<file path="src/rtl/uart_pkg.sv">
// rtl/uart_pkg.sv - shared UART state encoding, parity modes, tuser layout and parity helper
package uart_pkg;
    localparam int UART_MAX_WIDTH = 9;
    localparam int TUSER_PARITY   = 0;
    localparam int TUSER_FRAMING  = 1;
    localparam int TUSER_BREAK    = 2;

    typedef enum logic [2:0] {
        ST_IDLE, ST_START, ST_DATA, ST_PARITY, ST_STOP, ST_WAIT
    } uart_state_t;

    typedef enum logic [1:0] {
        PAR_NONE = 2'd0, PAR_ODD = 2'd1, PAR_EVEN = 2'd2, PAR_RSVD = 2'd3
    } uart_parity_t;

    // Expected parity bit over the low len bits: odd -> XNOR-reduce, even -> XOR-reduce.
    function automatic logic uart_parity(input logic [UART_MAX_WIDTH-1:0] data,
                                         input logic [3:0] len, input uart_parity_t mode);
        logic p;
        p = 1'b0;
        for (int i = 0; i < UART_MAX_WIDTH; i++)
            if (i < int'(len)) p = p ^ data[i];
        return (mode == PAR_ODD) ? ~p : p;
    endfunction
endpackage

</file>
<file path="src/rtl/uart_baud_tick.sv">
// rtl/uart_baud_tick.sv - prescaler emitting one oversample tick every divider_i+1 clocks
module uart_baud_tick #(
    parameter int DIVIDER_WIDTH = 16
) (
    input  logic                     clk_i,
    input  logic                     rst_i,
    input  logic                     enable_i,
    input  logic                     clear_i,
    input  logic [DIVIDER_WIDTH-1:0] divider_i,
    output logic                     tick_o
);
    logic [DIVIDER_WIDTH-1:0] r_count;

    assign tick_o = enable_i && !clear_i && (r_count == divider_i);

    always_ff @(posedge clk_i) begin
        if (rst_i || clear_i)
            r_count <= '0;
        else if (enable_i)
            r_count <= tick_o ? '0 : r_count + 1'b1;
    end
endmodule

</file>
<file path="src/rtl/axis_uart_rx_ovs.sv">
// rtl/axis_uart_rx_ovs.sv - oversampling UART receiver with majority voting and AXI-Stream output
import uart_pkg::*;

module axis_uart_rx_ovs #(
    parameter int MAX_DATA_WIDTH = 8,
    parameter int OVS            = 16,
    parameter int DIVIDER_WIDTH  = 16
) (
    input  logic                      clk_i,
    input  logic                      rst_i,
    input  logic                      rx_i,
    input  logic [DIVIDER_WIDTH-1:0]  clk_divider_i,
    input  logic [3:0]                data_bits_i,
    input  logic [1:0]                parity_mode_i,
    input  logic                      two_stop_i,
    output logic [MAX_DATA_WIDTH-1:0] m_axis_tdata,
    output logic [2:0]                m_axis_tuser,
    output logic                      m_axis_tvalid,
    input  logic                      m_axis_tready,
    output logic                      overrun_o
);
    localparam int              TW     = $clog2(OVS);
    localparam logic [TW-1:0]   T_S0   = TW'(OVS / 2 - 1);
    localparam logic [TW-1:0]   T_S1   = TW'(OVS / 2);
    localparam logic [TW-1:0]   T_S2   = TW'(OVS / 2 + 1);
    localparam logic [TW-1:0]   T_END  = TW'(OVS - 1);
    localparam logic [3:0]      NB_MIN = 4'd5;
    localparam logic [3:0]      NB_MAX = 4'(MAX_DATA_WIDTH);

    uart_state_t               r_state;
    uart_parity_t              r_pmode;
    logic                      r_rx_meta, r_rx_sync, r_rx_prev;
    logic [DIVIDER_WIDTH-1:0]  r_div;
    logic [3:0]                r_nbits, r_bit_idx;
    logic                      r_two_stop, r_stop_idx;
    logic [TW-1:0]             r_tick;
    logic [1:0]                r_samp;
    logic                      r_bit;
    logic [MAX_DATA_WIDTH-1:0] r_shift;
    logic                      r_all_zero, r_par_err, r_frame_err;
    logic [MAX_DATA_WIDTH-1:0] r_tdata;
    logic [2:0]                r_tuser;
    logic                      r_tvalid, r_overrun;

    logic       w_start, w_baud_tick, w_maj, w_par_en, w_brk, w_ferr;
    logic [3:0] w_nbits;
    logic [2:0] w_tuser;

    always_ff @(posedge clk_i) begin
        if (rst_i) begin
            r_rx_meta <= 1'b1;
            r_rx_sync <= 1'b1;
            r_rx_prev <= 1'b1;
        end else begin
            r_rx_meta <= rx_i;
            r_rx_sync <= r_rx_meta;
            r_rx_prev <= r_rx_sync;
        end
    end

    assign w_start  = (r_state == ST_IDLE) && r_rx_prev && !r_rx_sync;
    assign w_maj    = (r_samp[0] & r_samp[1]) | (r_samp[0] & r_rx_sync) | (r_samp[1] & r_rx_sync);
    assign w_par_en = (r_pmode == PAR_ODD) || (r_pmode == PAR_EVEN);
    // Evaluated at the last stop-bit mid-sample, where w_maj is that stop bit.
    assign w_brk    = r_all_zero & ~w_maj;
    assign w_ferr   = r_frame_err | ~w_maj;

    always_comb begin
        w_nbits = data_bits_i;
        if (data_bits_i < NB_MIN) w_nbits = NB_MIN;
        if (data_bits_i > NB_MAX) w_nbits = NB_MAX;
        w_tuser = 3'b000;
        w_tuser[TUSER_BREAK]   = w_brk;
        w_tuser[TUSER_FRAMING] = w_ferr;
        w_tuser[TUSER_PARITY]  = r_par_err;
    end

    uart_baud_tick #(.DIVIDER_WIDTH(DIVIDER_WIDTH)) u_baud (
        .clk_i     (clk_i),
        .rst_i     (rst_i),
        .enable_i  (r_state != ST_IDLE),
        .clear_i   (w_start),
        .divider_i (r_div),
        .tick_o    (w_baud_tick)
    );

    always_ff @(posedge clk_i) begin
        r_overrun <= 1'b0;
        if (r_tvalid && m_axis_tready) r_tvalid <= 1'b0;
        if (rst_i) begin
            r_state     <= ST_IDLE;
            r_pmode     <= PAR_NONE;
            r_div       <= '0;
            r_nbits     <= '0;
            r_bit_idx   <= '0;
            r_two_stop  <= 1'b0;
            r_stop_idx  <= 1'b0;
            r_tick      <= '0;
            r_samp      <= '0;
            r_bit       <= 1'b0;
            r_shift     <= '0;
            r_all_zero  <= 1'b0;
            r_par_err   <= 1'b0;
            r_frame_err <= 1'b0;
            r_tdata     <= '0;
            r_tuser     <= '0;
            r_tvalid    <= 1'b0;
        end else begin
            case (r_state)
                ST_IDLE: if (w_start) begin
                    r_state     <= ST_START;
                    r_div       <= clk_divider_i;
                    r_nbits     <= w_nbits;
                    r_pmode     <= uart_parity_t'(parity_mode_i);
                    r_two_stop  <= two_stop_i;
                    r_tick      <= '0;
                    r_bit_idx   <= '0;
                    r_stop_idx  <= 1'b0;
                    r_shift     <= '0;
                    r_all_zero  <= 1'b1;
                    r_par_err   <= 1'b0;
                    r_frame_err <= 1'b0;
                end
                ST_WAIT: if (r_rx_sync) r_state <= ST_IDLE;
                default: if (w_baud_tick) begin
                    r_tick <= r_tick + 1'b1;
                    if (r_tick == T_S0) r_samp[0] <= r_rx_sync;
                    if (r_tick == T_S1) r_samp[1] <= r_rx_sync;
                    if (r_tick == T_S2) begin
                        r_bit <= w_maj;
                        case (r_state)
                            ST_DATA: begin
                                for (int i = 0; i < MAX_DATA_WIDTH; i++)
                                    if (4'(i) == r_bit_idx) r_shift[i] <= w_maj;
                                r_all_zero <= r_all_zero & ~w_maj;
                            end
                            ST_PARITY: begin
                                r_par_err  <= w_maj != uart_parity(UART_MAX_WIDTH'(r_shift), r_nbits, r_pmode);
                                r_all_zero <= r_all_zero & ~w_maj;
                            end
                            ST_STOP: begin
                                if (r_stop_idx == r_two_stop) begin
                                    // Complete early so the next start edge is not missed.
                                    r_state <= w_ferr ? ST_WAIT : ST_IDLE;
                                    if (r_tvalid && !m_axis_tready) begin
                                        r_overrun <= 1'b1;
                                    end else begin
                                        r_tvalid <= 1'b1;
                                        r_tdata  <= r_shift;
                                        r_tuser  <= w_tuser;
                                    end
                                end else begin
                                    r_frame_err <= r_frame_err | ~w_maj;
                                    r_all_zero  <= r_all_zero & ~w_maj;
                                end
                            end
                            default: ;
                        endcase
                    end
                    if (r_tick == T_END) begin
                        case (r_state)
                            ST_START: r_state <= r_bit ? ST_IDLE : ST_DATA;
                            ST_DATA: begin
                                if (r_bit_idx == r_nbits - 4'd1) begin
                                    r_bit_idx <= '0;
                                    r_state   <= w_par_en ? ST_PARITY : ST_STOP;
                                end else begin
                                    r_bit_idx <= r_bit_idx + 4'd1;
                                end
                            end
                            ST_PARITY: r_state <= ST_STOP;
                            ST_STOP:   r_stop_idx <= 1'b1;
                            default: ;
                        endcase
                    end
                end
            endcase
        end
    end

    assign m_axis_tdata  = r_tdata;
    assign m_axis_tuser  = r_tuser;
    assign m_axis_tvalid = r_tvalid;
    assign overrun_o     = r_overrun;
endmodule

</file>
<file path="config.mk">
export PLATFORM = sky130hd
export DESIGN_NAME = axis_uart_rx_ovs
export DESIGN_NICKNAME = d
export VERILOG_FILES = /design/src/rtl/uart_pkg.sv /design/src/rtl/uart_baud_tick.sv /design/src/rtl/axis_uart_rx_ovs.sv
export SDC_FILE = /design/constraint.sdc
export NUM_CORES = 1
export LEC_CHECK = 0
export BUFFER_PORTS_ARGS = -buffer_cell sky130_fd_sc_hd__clkbuf_2
export CORE_MARGIN = 5
export CORE_UTILIZATION = 52
export CTS_BUF_LIST = sky130_fd_sc_hd__clkbuf_4 sky130_fd_sc_hd__clkbuf_8
export CTS_CLUSTER_DIAMETER = 80
export DETAILED_ROUTE_END_ITERATION = 10
export PLACE_DENSITY = 0.72
export SETUP_SLACK_MARGIN = 0.3
export SYNTH_ARGS = -nofsm -noshare
export SYNTH_HDL_FRONTEND = slang
export SYNTH_HIERARCHICAL = 1
export SYNTH_SLANG_ARGS = --single-unit
export TNS_END_PERCENT = 10
</file>
<file path="constraint.sdc">
create_clock -name clk_i -period 8 [get_ports clk_i]
set_input_delay 1.6 -clock clk_i [delete_from_list [all_inputs] [get_ports clk_i]]
set_output_delay 1.6 -clock clk_i [all_outputs]
set_load 0.03 [all_outputs]
</file>
---- Yosys cells after proc, flatten, opt, wreduce, memory -nomap -nowiden ----
Index checks and enable logic that the tools add are counted.
cells by class
  $add $sub $neg .......................... 4
  $lt $le $gt $ge ......................... 10
  equal/unequal tests ..................... 26
  muxes and demuxes ....................... 114
  bitwise gates (word level) .............. 23
  reductions and logical operators ........ 53
operators with widths
  operator                                                   count
  2-to-1 mux 1 bit                                           80
  AND reduction 6 bit                                        11
  2-to-1 mux 4 bit                                           8
  2-to-1 mux 8 bit                                           4
  2-to-1 mux 3 bit                                           10
  nonzero test 2 bit                                         14
  adder 16 x 1 -> 16 bit, second input constant              1
  equality test 16 bit                                       1
  equality test 3 x 4 -> 1 bit, first input constant         4
  less-than comparator 3 x 4 -> 1 bit, first input constant  4
  2-to-1 mux 16 bit                                          1
  one-hot mux 4 bit (2 select lines)                         2
  one-hot mux 8 bit (2 select lines)                         1
  AND reduction 3 bit                                        5
  AND reduction 5 bit                                        3
  equality test 4 bit, second input constant                 3
  one-hot mux 1 bit (2 select lines)                         5
  NOT 1 bit                                                  9
  one-hot mux 3 bit (3 select lines)                         1
  nonzero test 3 bit                                         3
  adder 4 x 1 -> 4 bit, second input constant                2
  equality test 2 x 4 -> 1 bit, first input constant         2
  less-than comparator 1 x 4 -> 1 bit, first input constant  2
  less-than comparator 2 x 4 -> 1 bit, first input constant  2
  other kinds (29)                                           52
word-level totals
  register bits after elaboration ......... 81
  input bits .............................. 27
  output and inout port bits .............. 13
  word-level logic and storage cells ...... 260

---- Longest topological paths before layout ----
Gate-level depths: netlist (run 1).
  word-level depth ........................ 65
  mapped depth ............................ 15
  mapped depth without buffers ............ 11

---- By module ----
Netlist (run 1), hierarchy kept.
modules (own cells, without submodules)
  module            times used  cells each  area an instance (sq um)  seq. area each (sq um)
  axis_uart_rx_ovs  1           390         3271.9                    1301.2
  uart_baud_tick    1           102         889.6                     320.3

---- Worst setup path after synthesis (run 1) ----
OpenSTA, ideal clock, no wires.
  path kind ............................... reg-to-reg
  from .................................... reg r_rx_sync
  to ...................................... reg r_state[0]
  library setup time ...................... 134 ps
  arrival time ............................ 2792 ps
  required time ........................... 7866 ps
  path slack .............................. 5073 ps
  stages on the path, launching flop included .. 15
  buffers on the path ..................... 3
  period minus slack after synthesis ...... 2927 ps
  path through ............................ dfxtp_1 > buf_6 > nor4b_4 > nand2b_1 > inv_1 > buf_2 > buf_2 > nand4b_1 > nor3_1 > nor2b_1 > a31o_2 > a211oi_2 > mux2_1 > a21oi_1 > a211oi_2
on the way
  elaborated cells on any way between the ends .. 24
  those cells by class .................... eq/ne (2); mux (9); bitwise (6); reduce/logical (7)
RTL lines
  item                                  line                     source
  start, declared                       axis_uart_rx_ovs.sv:32   logic r_rx_meta, r_rx_sync, r_rx_prev;
  start signal, assigned                axis_uart_rx_ovs.sv:56   r_rx_sync <= r_rx_meta;
  zero test 1 bit                       axis_uart_rx_ovs.sv:61   assign w_start = (r_state == ST_IDLE) && r_rx_prev && !r_rx_sync;
  logical AND 1 bit                     axis_uart_rx_ovs.sv:61
  named net w_start                     axis_uart_rx_ovs.sv:45   logic w_start, w_baud_tick, w_maj, w_par_en, w_brk, w_ferr;
  zero test 1 bit                       uart_baud_tick.sv:14     assign tick_o = enable_i && !clear_i && (r_count == divider_i);
  logical AND 1 bit (2 in a row)        uart_baud_tick.sv:14
  named net w_baud_tick                 axis_uart_rx_ovs.sv:45
  nonzero test 3 bit (no source line)   --
  AND reduction 3 bit (no source line)  --
  end signal, assigned                  axis_uart_rx_ovs.sv:144  r_state <= w_ferr ? ST_WAIT : ST_IDLE;
  end signal, assigned                  axis_uart_rx_ovs.sv:162  ST_START: r_state <= r_bit ? ST_IDLE : ST_DATA;
  end signal, assigned                  axis_uart_rx_ovs.sv:166  r_state <= w_par_en ? ST_PARITY : ST_STOP;
  end, declared                         axis_uart_rx_ovs.sv:30   uart_state_t r_state;
The timed path passes the listed nets, and every way through them passes these cells. The select of a mux whose other input is x is not followed.
A chain may end at the register's enable or synchronous reset.

---- Worst setup path in the final report (run 1) ----
  from .................................... reg r_state[0]
  to ...................................... reg r_tdata[5] (netlist: m_axis_tdata[5])
on the way
  longest elaborated chain between the ends .. 7
  elaborated cells on any way between the ends .. 12
  those cells by class .................... eq/ne (2); bitwise (1); reduce/logical (9)
ends and longest elaborated chain
  item                                    line                     source
  zero test 3 bit                         axis_uart_rx_ovs.sv:61
  logical AND 1 bit (2 in a row)          axis_uart_rx_ovs.sv:61
  zero test 1 bit                         uart_baud_tick.sv:14
  logical AND 1 bit * (2 in a row)        uart_baud_tick.sv:14
  named net w_baud_tick                   axis_uart_rx_ovs.sv:45
  AND reduction 6 bit (no source line) *  --
  end signal, assigned                    axis_uart_rx_ovs.sv:149  r_tdata <= r_shift;
  end, declared                           axis_uart_rx_ovs.sv:41   logic [MAX_DATA_WIDTH-1:0] r_tdata;
The timed path passes the listed nets; every way through them passes the cells marked *.

==> results of run 1 <==
cells in the final DEF, fill, tap and decap left out, types with 3 or more instances in the layout:
cell type / instances
sky130_fd_sc_hd__nor4_1: 6
sky130_fd_sc_hd__or2_2: 3
sky130_fd_sc_hd__a211oi_2: 3
sky130_fd_sc_hd__nand2b_1: 8
sky130_fd_sc_hd__a31oi_1: 3
sky130_fd_sc_hd__dfxtp_1: 81
sky130_fd_sc_hd__nor2_1: 57
sky130_fd_sc_hd__inv_1: 11
sky130_fd_sc_hd__clkbuf_8: 11
sky130_fd_sc_hd__nand4b_1: 3
sky130_fd_sc_hd__nor3_1: 20
sky130_fd_sc_hd__a21oi_1: 57
sky130_fd_sc_hd__nand3_1: 11
sky130_fd_sc_hd__xnor2_1: 20
sky130_fd_sc_hd__clkbuf_2: 39
sky130_fd_sc_hd__nand4_1: 7
sky130_fd_sc_hd__buf_4: 3
sky130_fd_sc_hd__nand2_1: 68
sky130_fd_sc_hd__o21ai_0: 15
sky130_fd_sc_hd__mux2i_1: 13
sky130_fd_sc_hd__ha_1: 13
sky130_fd_sc_hd__nor4b_4: 3
sky130_fd_sc_hd__nor2b_1: 5
sky130_fd_sc_hd__xor2_1: 22
sky130_fd_sc_hd__a21o_1: 3
per-stage QoR:
stage	area [um^2]	power (mW)	instances	setup WS, ps
floorplan	4161	0.4675	492	5073
global placement	4355	0.4816	610	4019
detailed placement	4355	0.4827	610	3894
CTS	4569	0.7996	626	3899
global route	4569	0.8301	626	3373
finish	4569	0.7916	626	3887
power by group through the flow:
stage	logic (mW)	registers (mW)	clock network, mW
3_5_place_dp	0.0575	0.425	0
6_report	0.0574	0.416	0.319
3_3_place_gp	0.0566	0.425	0
4_1_cts	0.0578	0.416	0.326
2_1_floorplan	0.0459	0.422	0
5_1_grt	0.0651	0.417	0.348
layout make-up:
class / instances / area share
inverter: 11 / 0.009036
timing repair buffer: 42 / 0.04765
tap: 102 / 0.02793
multi-input combinational: 374 / 0.5137
clock buffer: 11 / 0.03313
clock inverter: 5 / 0.01369
sequential: 81 / 0.3549
per-layer routing:
metal,global-route usage,share of wire,vias up
li1,-,-,1746
met1,0.2829,0.48,1581
met2,0.3032,0.46,75
met3,0.03857,0.047,7
met4,0.04832,0.0087,0
met5,0,0,-
flip-flops by register name, indices dropped and copies added, names as in the netlist, 2 cells and up:
signal and count:
r_div 16, u_baud/r_count 16, m_axis_tdata 8, r_shift 8
r_bit_idx 4, r_nbits 4, r_tick 4, m_axis_tuser 3
r_state 3, r_pmode 2, r_samp 2
synthesized netlist by cell type, types with 2 or more instances:
library cell | instances | share of area
sky130_fd_sc_hd__a31oi_1 | 3 | 0.0045
sky130_fd_sc_hd__a211oi_2 | 3 | 0.0090
sky130_fd_sc_hd__nor4_1 | 6 | 0.0090
sky130_fd_sc_hd__ha_1 | 13 | 0.039
sky130_fd_sc_hd__nand3b_1 | 2 | 0.0036
sky130_fd_sc_hd__nor2_1 | 57 | 0.051
sky130_fd_sc_hd__nand2b_1 | 8 | 0.012
sky130_fd_sc_hd__clkbuf_2 | 2 | 0.0024
sky130_fd_sc_hd__and3b_1 | 2 | 0.0042
sky130_fd_sc_hd__a21o_1 | 3 | 0.0054
sky130_fd_sc_hd__nand4_1 | 7 | 0.011
sky130_fd_sc_hd__inv_1 | 11 | 0.0099
sky130_fd_sc_hd__mux2i_1 | 13 | 0.031
sky130_fd_sc_hd__nor2b_1 | 5 | 0.0075
sky130_fd_sc_hd__or2_2 | 3 | 0.0045
sky130_fd_sc_hd__nor4b_4 | 3 | 0.017
sky130_fd_sc_hd__xnor3_1 | 2 | 0.011
sky130_fd_sc_hd__o21ai_1 | 2 | 0.0024
sky130_fd_sc_hd__xor2_1 | 22 | 0.046
sky130_fd_sc_hd__a41oi_1 | 2 | 0.0042
sky130_fd_sc_hd__nand3_1 | 11 | 0.013
sky130_fd_sc_hd__buf_6 | 5 | 0.014
sky130_fd_sc_hd__buf_2 | 8 | 0.0096
sky130_fd_sc_hd__nand4b_1 | 3 | 0.0063
sky130_fd_sc_hd__clkbuf_1 | 10 | 0.0090
sky130_fd_sc_hd__dfxtp_1 | 81 | 0.39
sky130_fd_sc_hd__o21ai_0 | 15 | 0.018
sky130_fd_sc_hd__xnor2_1 | 20 | 0.042
sky130_fd_sc_hd__a21oi_1 | 57 | 0.069
sky130_fd_sc_hd__nor3_1 | 20 | 0.024
sky130_fd_sc_hd__nand2_1 | 68 | 0.061
worst max path at each step:
| stage | end | depth (start not counted) |
|---|---|---|
| 2_1_floorplan | r_state[0] | 14 |
| 3_3_place_gp | m_axis_tdata[5] | 10 |
| 3_5_place_dp | m_axis_tdata[6] | 10 |
| 4_1_cts | m_axis_tdata[5] | 10 |
| 5_1_grt | m_axis_tuser[0] | 10 |
| 6_report | m_axis_tdata[5] | 10 |
cell families (layout without fill, tap and decap cells):
family,Yosys count,in the layout
and+or+nand+nor,203,203
AOI/OAI and AO/OA,99,99
buffers and inverters,37,69
adders and majority gates,14,14
xor gates and xnor gates,44,44
DFF,81,81
muxes,14,14
critical path, delay by kind of cell (launching register included):
kind / cells / cell delay, ps
AND/OR/NAND/NOR: 7 / 2420
flip-flops: 1 / 680
AO/OA/AOI/OAI: 1 / 460
multiplexers: 1 / 240
buffers and inverters: 1 / 140
==> impl_metrics.xml, run 1 <==
<?xml version="1.0" encoding="UTF-8"?>
<metrics>
  <group name="power_and_ir_drop">
    <metric name="seq_power_share" unit="">0.525</metric>
    <metric name="power.density" unit="nW/um^2">173.2</metric>
    <metric name="comb_power_share" unit="">0.073</metric>
    <metric name="peakVddDrop" unit="V">0.00008732</metric>
    <metric name="power_report.internal_total" unit="mW">0.5939</metric>
    <metric name="leakage" unit="nW">1.769</metric>
    <metric name="netSwitchingFraction" unit="">0.2497</metric>
    <metric name="power_frac_clock" unit="">0.402</metric>
    <metric name="switching_power" unit="mW">0.1977</metric>
  </group>
  <group name="yosys">
    <metric name="synth_flop_cell" unit="">sky130_fd_sc_hd__dfxtp_1</metric>
    <metric name="synth_nets" unit="">532</metric>
    <metric name="synth_adder_area_share" unit="">0.04149</metric>
    <metric name="ys_async_sr_fraction" unit="">0</metric>
    <metric name="ff_latch_count_synth" unit="">81</metric>
    <metric name="cell_count_after_synthesis" unit="">492</metric>
    <metric name="synth_warnings" unit="">6</metric>
    <metric name="synth.mux.area_fraction" unit="">0.03397</metric>
    <metric name="synth.cell_area" unit="um^2">4161</metric>
    <metric name="average_cell_area_after_synthesis" unit="um^2">8.458</metric>
    <metric name="synthXorXnorAreaFrac" unit="">0.09922</metric>
    <metric name="compound_gate_fraction_of_synth_area" unit="">0.1449</metric>
    <metric name="synth_top_family_by_area" unit="">simple AND/OR/NAND/NOR gates</metric>
    <metric name="synth_simple_gate_area_share" unit="">0.2444</metric>
    <metric name="synth_edf_count" unit="">0</metric>
    <metric name="synth.lib_cells_used.distinct" unit="">56</metric>
    <metric name="seq_area_frac_synth" unit="">0.3897</metric>
  </group>
  <group name="hold_path">
    <metric name="hp-class" unit="">flip-flop to flip-flop</metric>
    <metric name="worstHoldEndpoint" unit="">r_rx_sync</metric>
    <metric name="worst_hold_path.num_cells" unit="">1</metric>
    <metric name="worst_hold_startpoint" unit="">r_rx_meta</metric>
  </group>
  <group name="sta">
    <metric name="min_period_over_period" unit="">0.5141</metric>
    <metric name="transition_time_at_the_pin_with_the_least_slew_margin" unit="ps">1038</metric>
    <metric name="timing_hold_violations_final" unit="">0</metric>
    <metric name="holdWs" unit="ps">425.3</metric>
    <metric name="timing.final.crit_period" unit="ps">4113</metric>
    <metric name="finalClockSkew" unit="ps">11.45</metric>
    <metric name="fmax" unit="GHz">0.2432</metric>
    <metric name="setup-violations-final" unit="">0</metric>
    <metric name="final-max-slew-violation-count" unit="">0</metric>
    <metric name="timing.setup.tns" unit="ps">0</metric>
    <metric name="grt_setup_unrepaired" unit="">no</metric>
    <metric name="maxSlewHeadroom" unit="">0.3078</metric>
  </group>
  <group name="detailed_routing">
    <metric name="iteration_0_drc_markers" unit="">192</metric>
    <metric name="drc" unit="">0</metric>
    <metric name="routed_wire_length_per_instance" unit="um">14.73</metric>
    <metric name="finalWirelength" unit="mm">9.221</metric>
    <metric name="antenna_violating_nets_post_route" unit="">0</metric>
    <metric name="drt-vias-per-instance" unit="">5.446</metric>
    <metric name="dr.pass1.iters" unit="">4</metric>
    <metric name="route.vias.total" unit="">3409</metric>
  </group>
  <group name="setup_path">
    <metric name="timing.critical_path.required" unit="ps">8210</metric>
    <metric name="path_max_fanout" unit="">29</metric>
    <metric name="timing.critical_path.cells" unit="">nor4b_4 &gt; nand2b_1 &gt; inv_1 &gt; nand4b_1 &gt; nor3_1 &gt; o21a_1 &gt; nand4_4 &gt; nor2b_4 &gt; mux2i_1 &gt; nor2_1</metric>
    <metric name="setup.reg_to_reg.worst_slack" unit="ps">3890</metric>
    <metric name="startpoint_type" unit="">flip-flop</metric>
    <metric name="critPathSlowestCell" unit="">sky130_fd_sc_hd__nand2b_1</metric>
    <metric name="cp_data_arrival_time" unit="ps">4320</metric>
    <metric name="rr_startpoint" unit="">r_state[0]</metric>
    <metric name="worstReg2RegEnd" unit="">m_axis_tdata[5]</metric>
    <metric name="setup.worst_path.end_class" unit="">flip-flop</metric>
    <metric name="criticalPathCategory" unit="">flip-flop to flip-flop</metric>
    <metric name="critical_path.startpoint" unit="">r_state[0]</metric>
    <metric name="reg2reg_depth" unit="">10</metric>
    <metric name="crit_path_max_cell_delay" unit="ps">750</metric>
  </group>
  <group name="clocking">
    <metric name="cts.hold.buffers_added" unit="">0</metric>
    <metric name="path_clk_slew" unit="ps">80</metric>
    <metric name="maximum_root_to_sink_buffer_count" unit="">2</metric>
    <metric name="ctsResizeCount" unit="">0</metric>
    <metric name="cts_htree_levels" unit="">3</metric>
    <metric name="cts_setup_buffers" unit="">0</metric>
    <metric name="clkSinkCount" unit="">81</metric>
    <metric name="clock_latency" unit="ps">350</metric>
    <metric name="numCtsBuffers" unit="">9</metric>
    <metric name="clock_tree_from_tritoncts" unit="">yes</metric>
    <metric name="cts.root.buffer_cell" unit="">sky130_fd_sc_hd__clkbuf_8</metric>
  </group>
  <group name="floorplan">
    <metric name="die_area" unit="um^2">9892</metric>
    <metric name="placeableCoreArea" unit="um^2">7767</metric>
    <metric name="die_y_extent" unit="um">99.46</metric>
    <metric name="die_width" unit="um">99.46</metric>
    <metric name="io_pins" unit="">40</metric>
    <metric name="num_rows" unit="">32</metric>
    <metric name="starting_density_of_the_core" unit="">0.5358</metric>
  </group>
  <group name="global_routing">
    <metric name="grt_pass1_wl" unit="mm">15.77</metric>
    <metric name="grt_overflow" unit="">0</metric>
    <metric name="grt_util_all_layers" unit="">0.1967</metric>
    <metric name="grt_max_degree" unit="">69</metric>
    <metric name="grt_antenna_before_repair" unit="">0</metric>
    <metric name="via_count_of_the_first_global_routing_pass" unit="">3204</metric>
  </group>
  <group name="finish">
    <metric name="drive_gt1_frac" unit="">0.1450</metric>
    <metric name="nNetsFinal" unit="">559</metric>
    <metric name="seqCellArea" unit="um^2">1622</metric>
    <metric name="area_growth" unit="%">9.802</metric>
    <metric name="final_core_util" unit="">0.5883</metric>
    <metric name="multi_input_area" unit="um^2">2347</metric>
    <metric name="antenna_cells" unit="">0</metric>
    <metric name="filler_cell_count" unit="">735</metric>
  </group>
  <group name="placed_design">
    <metric name="numPortBuffers" unit="">39</metric>
    <metric name="globalplace.congestion" unit="">0.8085</metric>
    <metric name="place.detailed.hpwl" unit="mm">6.620</metric>
  </group>
  <group name="run_status">
    <metric name="status" unit="">finished, final reports clean</metric>
  </group>
  <group name="run">
    <metric name="cap_viol_max_count" unit="">0</metric>
  </group>
</metrics>
No activity file was read; power rests on OpenSTA's default activity.
==> inputs of run 2 (changes only) <==
PLACE_DENSITY = 0.75   (was 0.72)
clock period = 3.65 ns   (was 8 ns; I/O delays follow)
==> impl_metrics.xml, run 2 (synthesis results as in run 1) <==
<?xml version="1.0" encoding="UTF-8"?>
<metrics>
  <group name="global_routing">
    <metric name="grt_antenna_before_repair" unit="">0</metric>
    <metric name="via_count_of_the_first_global_routing_pass" unit="">3189</metric>
    <metric name="grt_util_all_layers" unit="">0.1846</metric>
    <metric name="grt_pass1_wl" unit="mm">15.05</metric>
    <metric name="grt_overflow" unit="">0</metric>
    <metric name="grt_max_degree" unit="">47</metric>
  </group>
  <group name="setup_path">
    <metric name="criticalPathCategory" unit="">flip-flop to flip-flop</metric>
    <metric name="cp_num_buf_inv" unit="">1</metric>
    <metric name="timing.critical_path.required" unit="ps">3850</metric>
    <metric name="timing.critical_path.cells" unit="">nor4b_4 &gt; nand2b_1 &gt; inv_1 &gt; nand4b_1 &gt; nor3_2 &gt; o21a_1 &gt; nand4_4 &gt; nor2b_4 &gt; mux2i_1 &gt; nor2_1</metric>
    <metric name="critPathSlowestCell" unit="">sky130_fd_sc_hd__dfxtp_1</metric>
    <metric name="startpoint_type" unit="">flip-flop</metric>
    <metric name="path_max_fanout" unit="">15</metric>
    <metric name="crit_path_max_cell_delay" unit="ps">660</metric>
    <metric name="crit_family" unit="">simple AND/OR/NAND/NOR gates</metric>
    <metric name="setup.worst_path.end_class" unit="">flip-flop</metric>
    <metric name="cp_data_arrival_time" unit="ps">3230</metric>
  </group>
  <group name="clocking">
    <metric name="maximum_root_to_sink_buffer_count" unit="">2</metric>
    <metric name="cts.hold.buffers_added" unit="">0</metric>
    <metric name="cts.root.buffer_cell" unit="">sky130_fd_sc_hd__clkbuf_8</metric>
    <metric name="clock_latency" unit="ps">350</metric>
    <metric name="path_clk_slew" unit="ps">80</metric>
    <metric name="clkSinkCount" unit="">81</metric>
    <metric name="numCtsBuffers" unit="">9</metric>
    <metric name="clock_tree_from_tritoncts" unit="">yes</metric>
    <metric name="cts_setup_buffers" unit="">0</metric>
    <metric name="cts_htree_levels" unit="">3</metric>
  </group>
  <group name="detailed_routing">
    <metric name="route.met3.wl" unit="um">503</metric>
    <metric name="drc" unit="">0</metric>
    <metric name="antenna_violating_nets_post_route" unit="">0</metric>
    <metric name="routed_wire_length_per_instance" unit="um">14.38</metric>
    <metric name="met1Wirelength" unit="mm">4.331</metric>
    <metric name="iteration_0_drc_markers" unit="">134</metric>
    <metric name="top_layer" unit="">met4</metric>
    <metric name="dr.pass1.iters" unit="">4</metric>
    <metric name="wl_met2" unit="mm">4.134</metric>
    <metric name="finalWirelength" unit="mm">9.031</metric>
    <metric name="route.vias.total" unit="">3416</metric>
    <metric name="drt-vias-per-instance" unit="">5.439</metric>
  </group>
  <group name="finish">
    <metric name="top_regs" unit="">r_div (16), u_baud/r_count (16)</metric>
    <metric name="nNetsFinal" unit="">561</metric>
    <metric name="layout_common_cells" unit="">81 x sky130_fd_sc_hd__dfxtp_1, 68 x sky130_fd_sc_hd__nand2_1, 57 x sky130_fd_sc_hd__nor2_1, 57 x sky130_fd_sc_hd__a21oi_1, 39 x sky130_fd_sc_hd__clkbuf_2</metric>
    <metric name="area_growth" unit="%">9.621</metric>
    <metric name="antenna_cells" unit="">0</metric>
    <metric name="mostFrequentLayoutCell" unit="">sky130_fd_sc_hd__dfxtp_1</metric>
    <metric name="drive_gt1_frac" unit="">0.1502</metric>
  </group>
  <group name="floorplan">
    <metric name="die_area" unit="um^2">9892</metric>
    <metric name="die_y_extent" unit="um">99.46</metric>
    <metric name="starting_density_of_the_core" unit="">0.5358</metric>
    <metric name="placeableCoreArea" unit="um^2">7767</metric>
    <metric name="io_pins" unit="">40</metric>
    <metric name="die_width" unit="um">99.46</metric>
    <metric name="num_rows" unit="">32</metric>
  </group>
  <group name="sta">
    <metric name="timing.setup.tns" unit="ps">0</metric>
    <metric name="timing_hold_violations_final" unit="">0</metric>
    <metric name="final-max-slew-violation-count" unit="">0</metric>
    <metric name="transition_time_at_the_pin_with_the_least_slew_margin" unit="ps">966.1</metric>
    <metric name="fmax" unit="GHz">0.3301</metric>
    <metric name="setup-violations-final" unit="">0</metric>
    <metric name="holdWs" unit="ps">413.1</metric>
    <metric name="postLayoutSetupSlackWorst" unit="ps">620.6</metric>
    <metric name="grt_setup_unrepaired" unit="">no</metric>
    <metric name="timing.final.crit_period" unit="ps">3029</metric>
    <metric name="min_period_over_period" unit="">0.8300</metric>
    <metric name="maxSlewHeadroom" unit="">0.3559</metric>
    <metric name="finalClockSkew" unit="ps">10.77</metric>
  </group>
  <group name="power_and_ir_drop">
    <metric name="seq_power_share" unit="">0.553</metric>
    <metric name="switching_power" unit="mW">0.4090</metric>
    <metric name="power_frac_clock" unit="">0.368</metric>
    <metric name="leakage" unit="nW">1.765</metric>
    <metric name="power.density" unit="nW/um^2">360.8</metric>
    <metric name="comb_power_share" unit="">0.079</metric>
    <metric name="peakVddDrop" unit="V">0.0002745</metric>
    <metric name="netSwitchingFraction" unit="">0.2485</metric>
    <metric name="power_report.internal_total" unit="mW">1.237</metric>
  </group>
  <group name="placed_design">
    <metric name="pre_cts_slack" unit="ps">457.6</metric>
    <metric name="place.detailed.hpwl" unit="mm">6.537</metric>
    <metric name="globalplace.congestion" unit="">0.8883</metric>
    <metric name="numPortBuffers" unit="">39</metric>
  </group>
  <group name="hold_path">
    <metric name="hp-class" unit="">flip-flop to flip-flop</metric>
  </group>
  <group name="run">
    <metric name="cap_viol_max_count" unit="">0</metric>
  </group>
  <group name="run_status">
    <metric name="status" unit="">finished, final reports clean</metric>
  </group>
</metrics>
-- run 2: worst paths after layout --
kind | startpoint | to | slack, ps | cells after the start
setup / recovery | r_state[0] | m_axis_tdata[2] | 620 | 10
hold / removal | r_rx_meta | r_rx_sync | 410 | 1
setup reg to reg | r_state[0] | m_axis_tdata[2] | 620 | 10
hold reg to reg | r_rx_meta | r_rx_sync | 410 | 1
-- run 2: metrics by stage --
step	utilization	cell area, um^2	std cells	total power, mW
CTS	0.5867	4557	628	1.660
detailed placement	0.5627	4370	612	1.060
global placement	0.5627	4370	612	1.057
finish	0.5873	4562	628	1.646
global route	0.5873	4562	628	1.715
floorplan	-	4161	492	1.025
-- run 2: power groups by stage --
stage / Sequential, mW / Combinational, mW / Clock (mW)
finish: 0.911 / 0.130 / 0.606
global route: 0.913 / 0.144 / 0.657
CTS: 0.910 / 0.130 / 0.620
detailed placement: 0.931 / 0.129 / 0
global placement: 0.931 / 0.126 / 0
floorplan: 0.924 / 0.101 / 0
-- run 2: timing repair --
item                                    in CTS  in global routing
endpoints found under the hold margin        0                  0
resized for setup                            0                  1
endpoints found under the setup margin       0                 11
-- run 2: worst reg2reg max path, delay by kind of cell (launching register included) --
kind	cells	cell delay [ps]
DFF	1	660
and+or+nand+nor	7	1520
buffers and inverters	1	60
AOI/OAI and AO/OA	1	390
muxes	1	250
-- run 2: final cells by class --
cell class / count / area [um^2]
Tap cell: 102 / 127.6
Sequential cell: 81 / 1622
Clock buffer: 12 / 158.9
Fill cell: 708 / 3206
Multi-Input combinational cell: 374 / 2352
Timing Repair Buffer: 44 / 232.7
Inverter: 11 / 41.29
Clock inverter: 4 / 27.53
-- run 2: per-layer routing --
metal  vias to the layer above  GRT usage
li1                       1742          -
met1                      1590     0.2573
met2                        77     0.2898
met3                         7    0.03857
met4                         0    0.05147
met5                         -          0
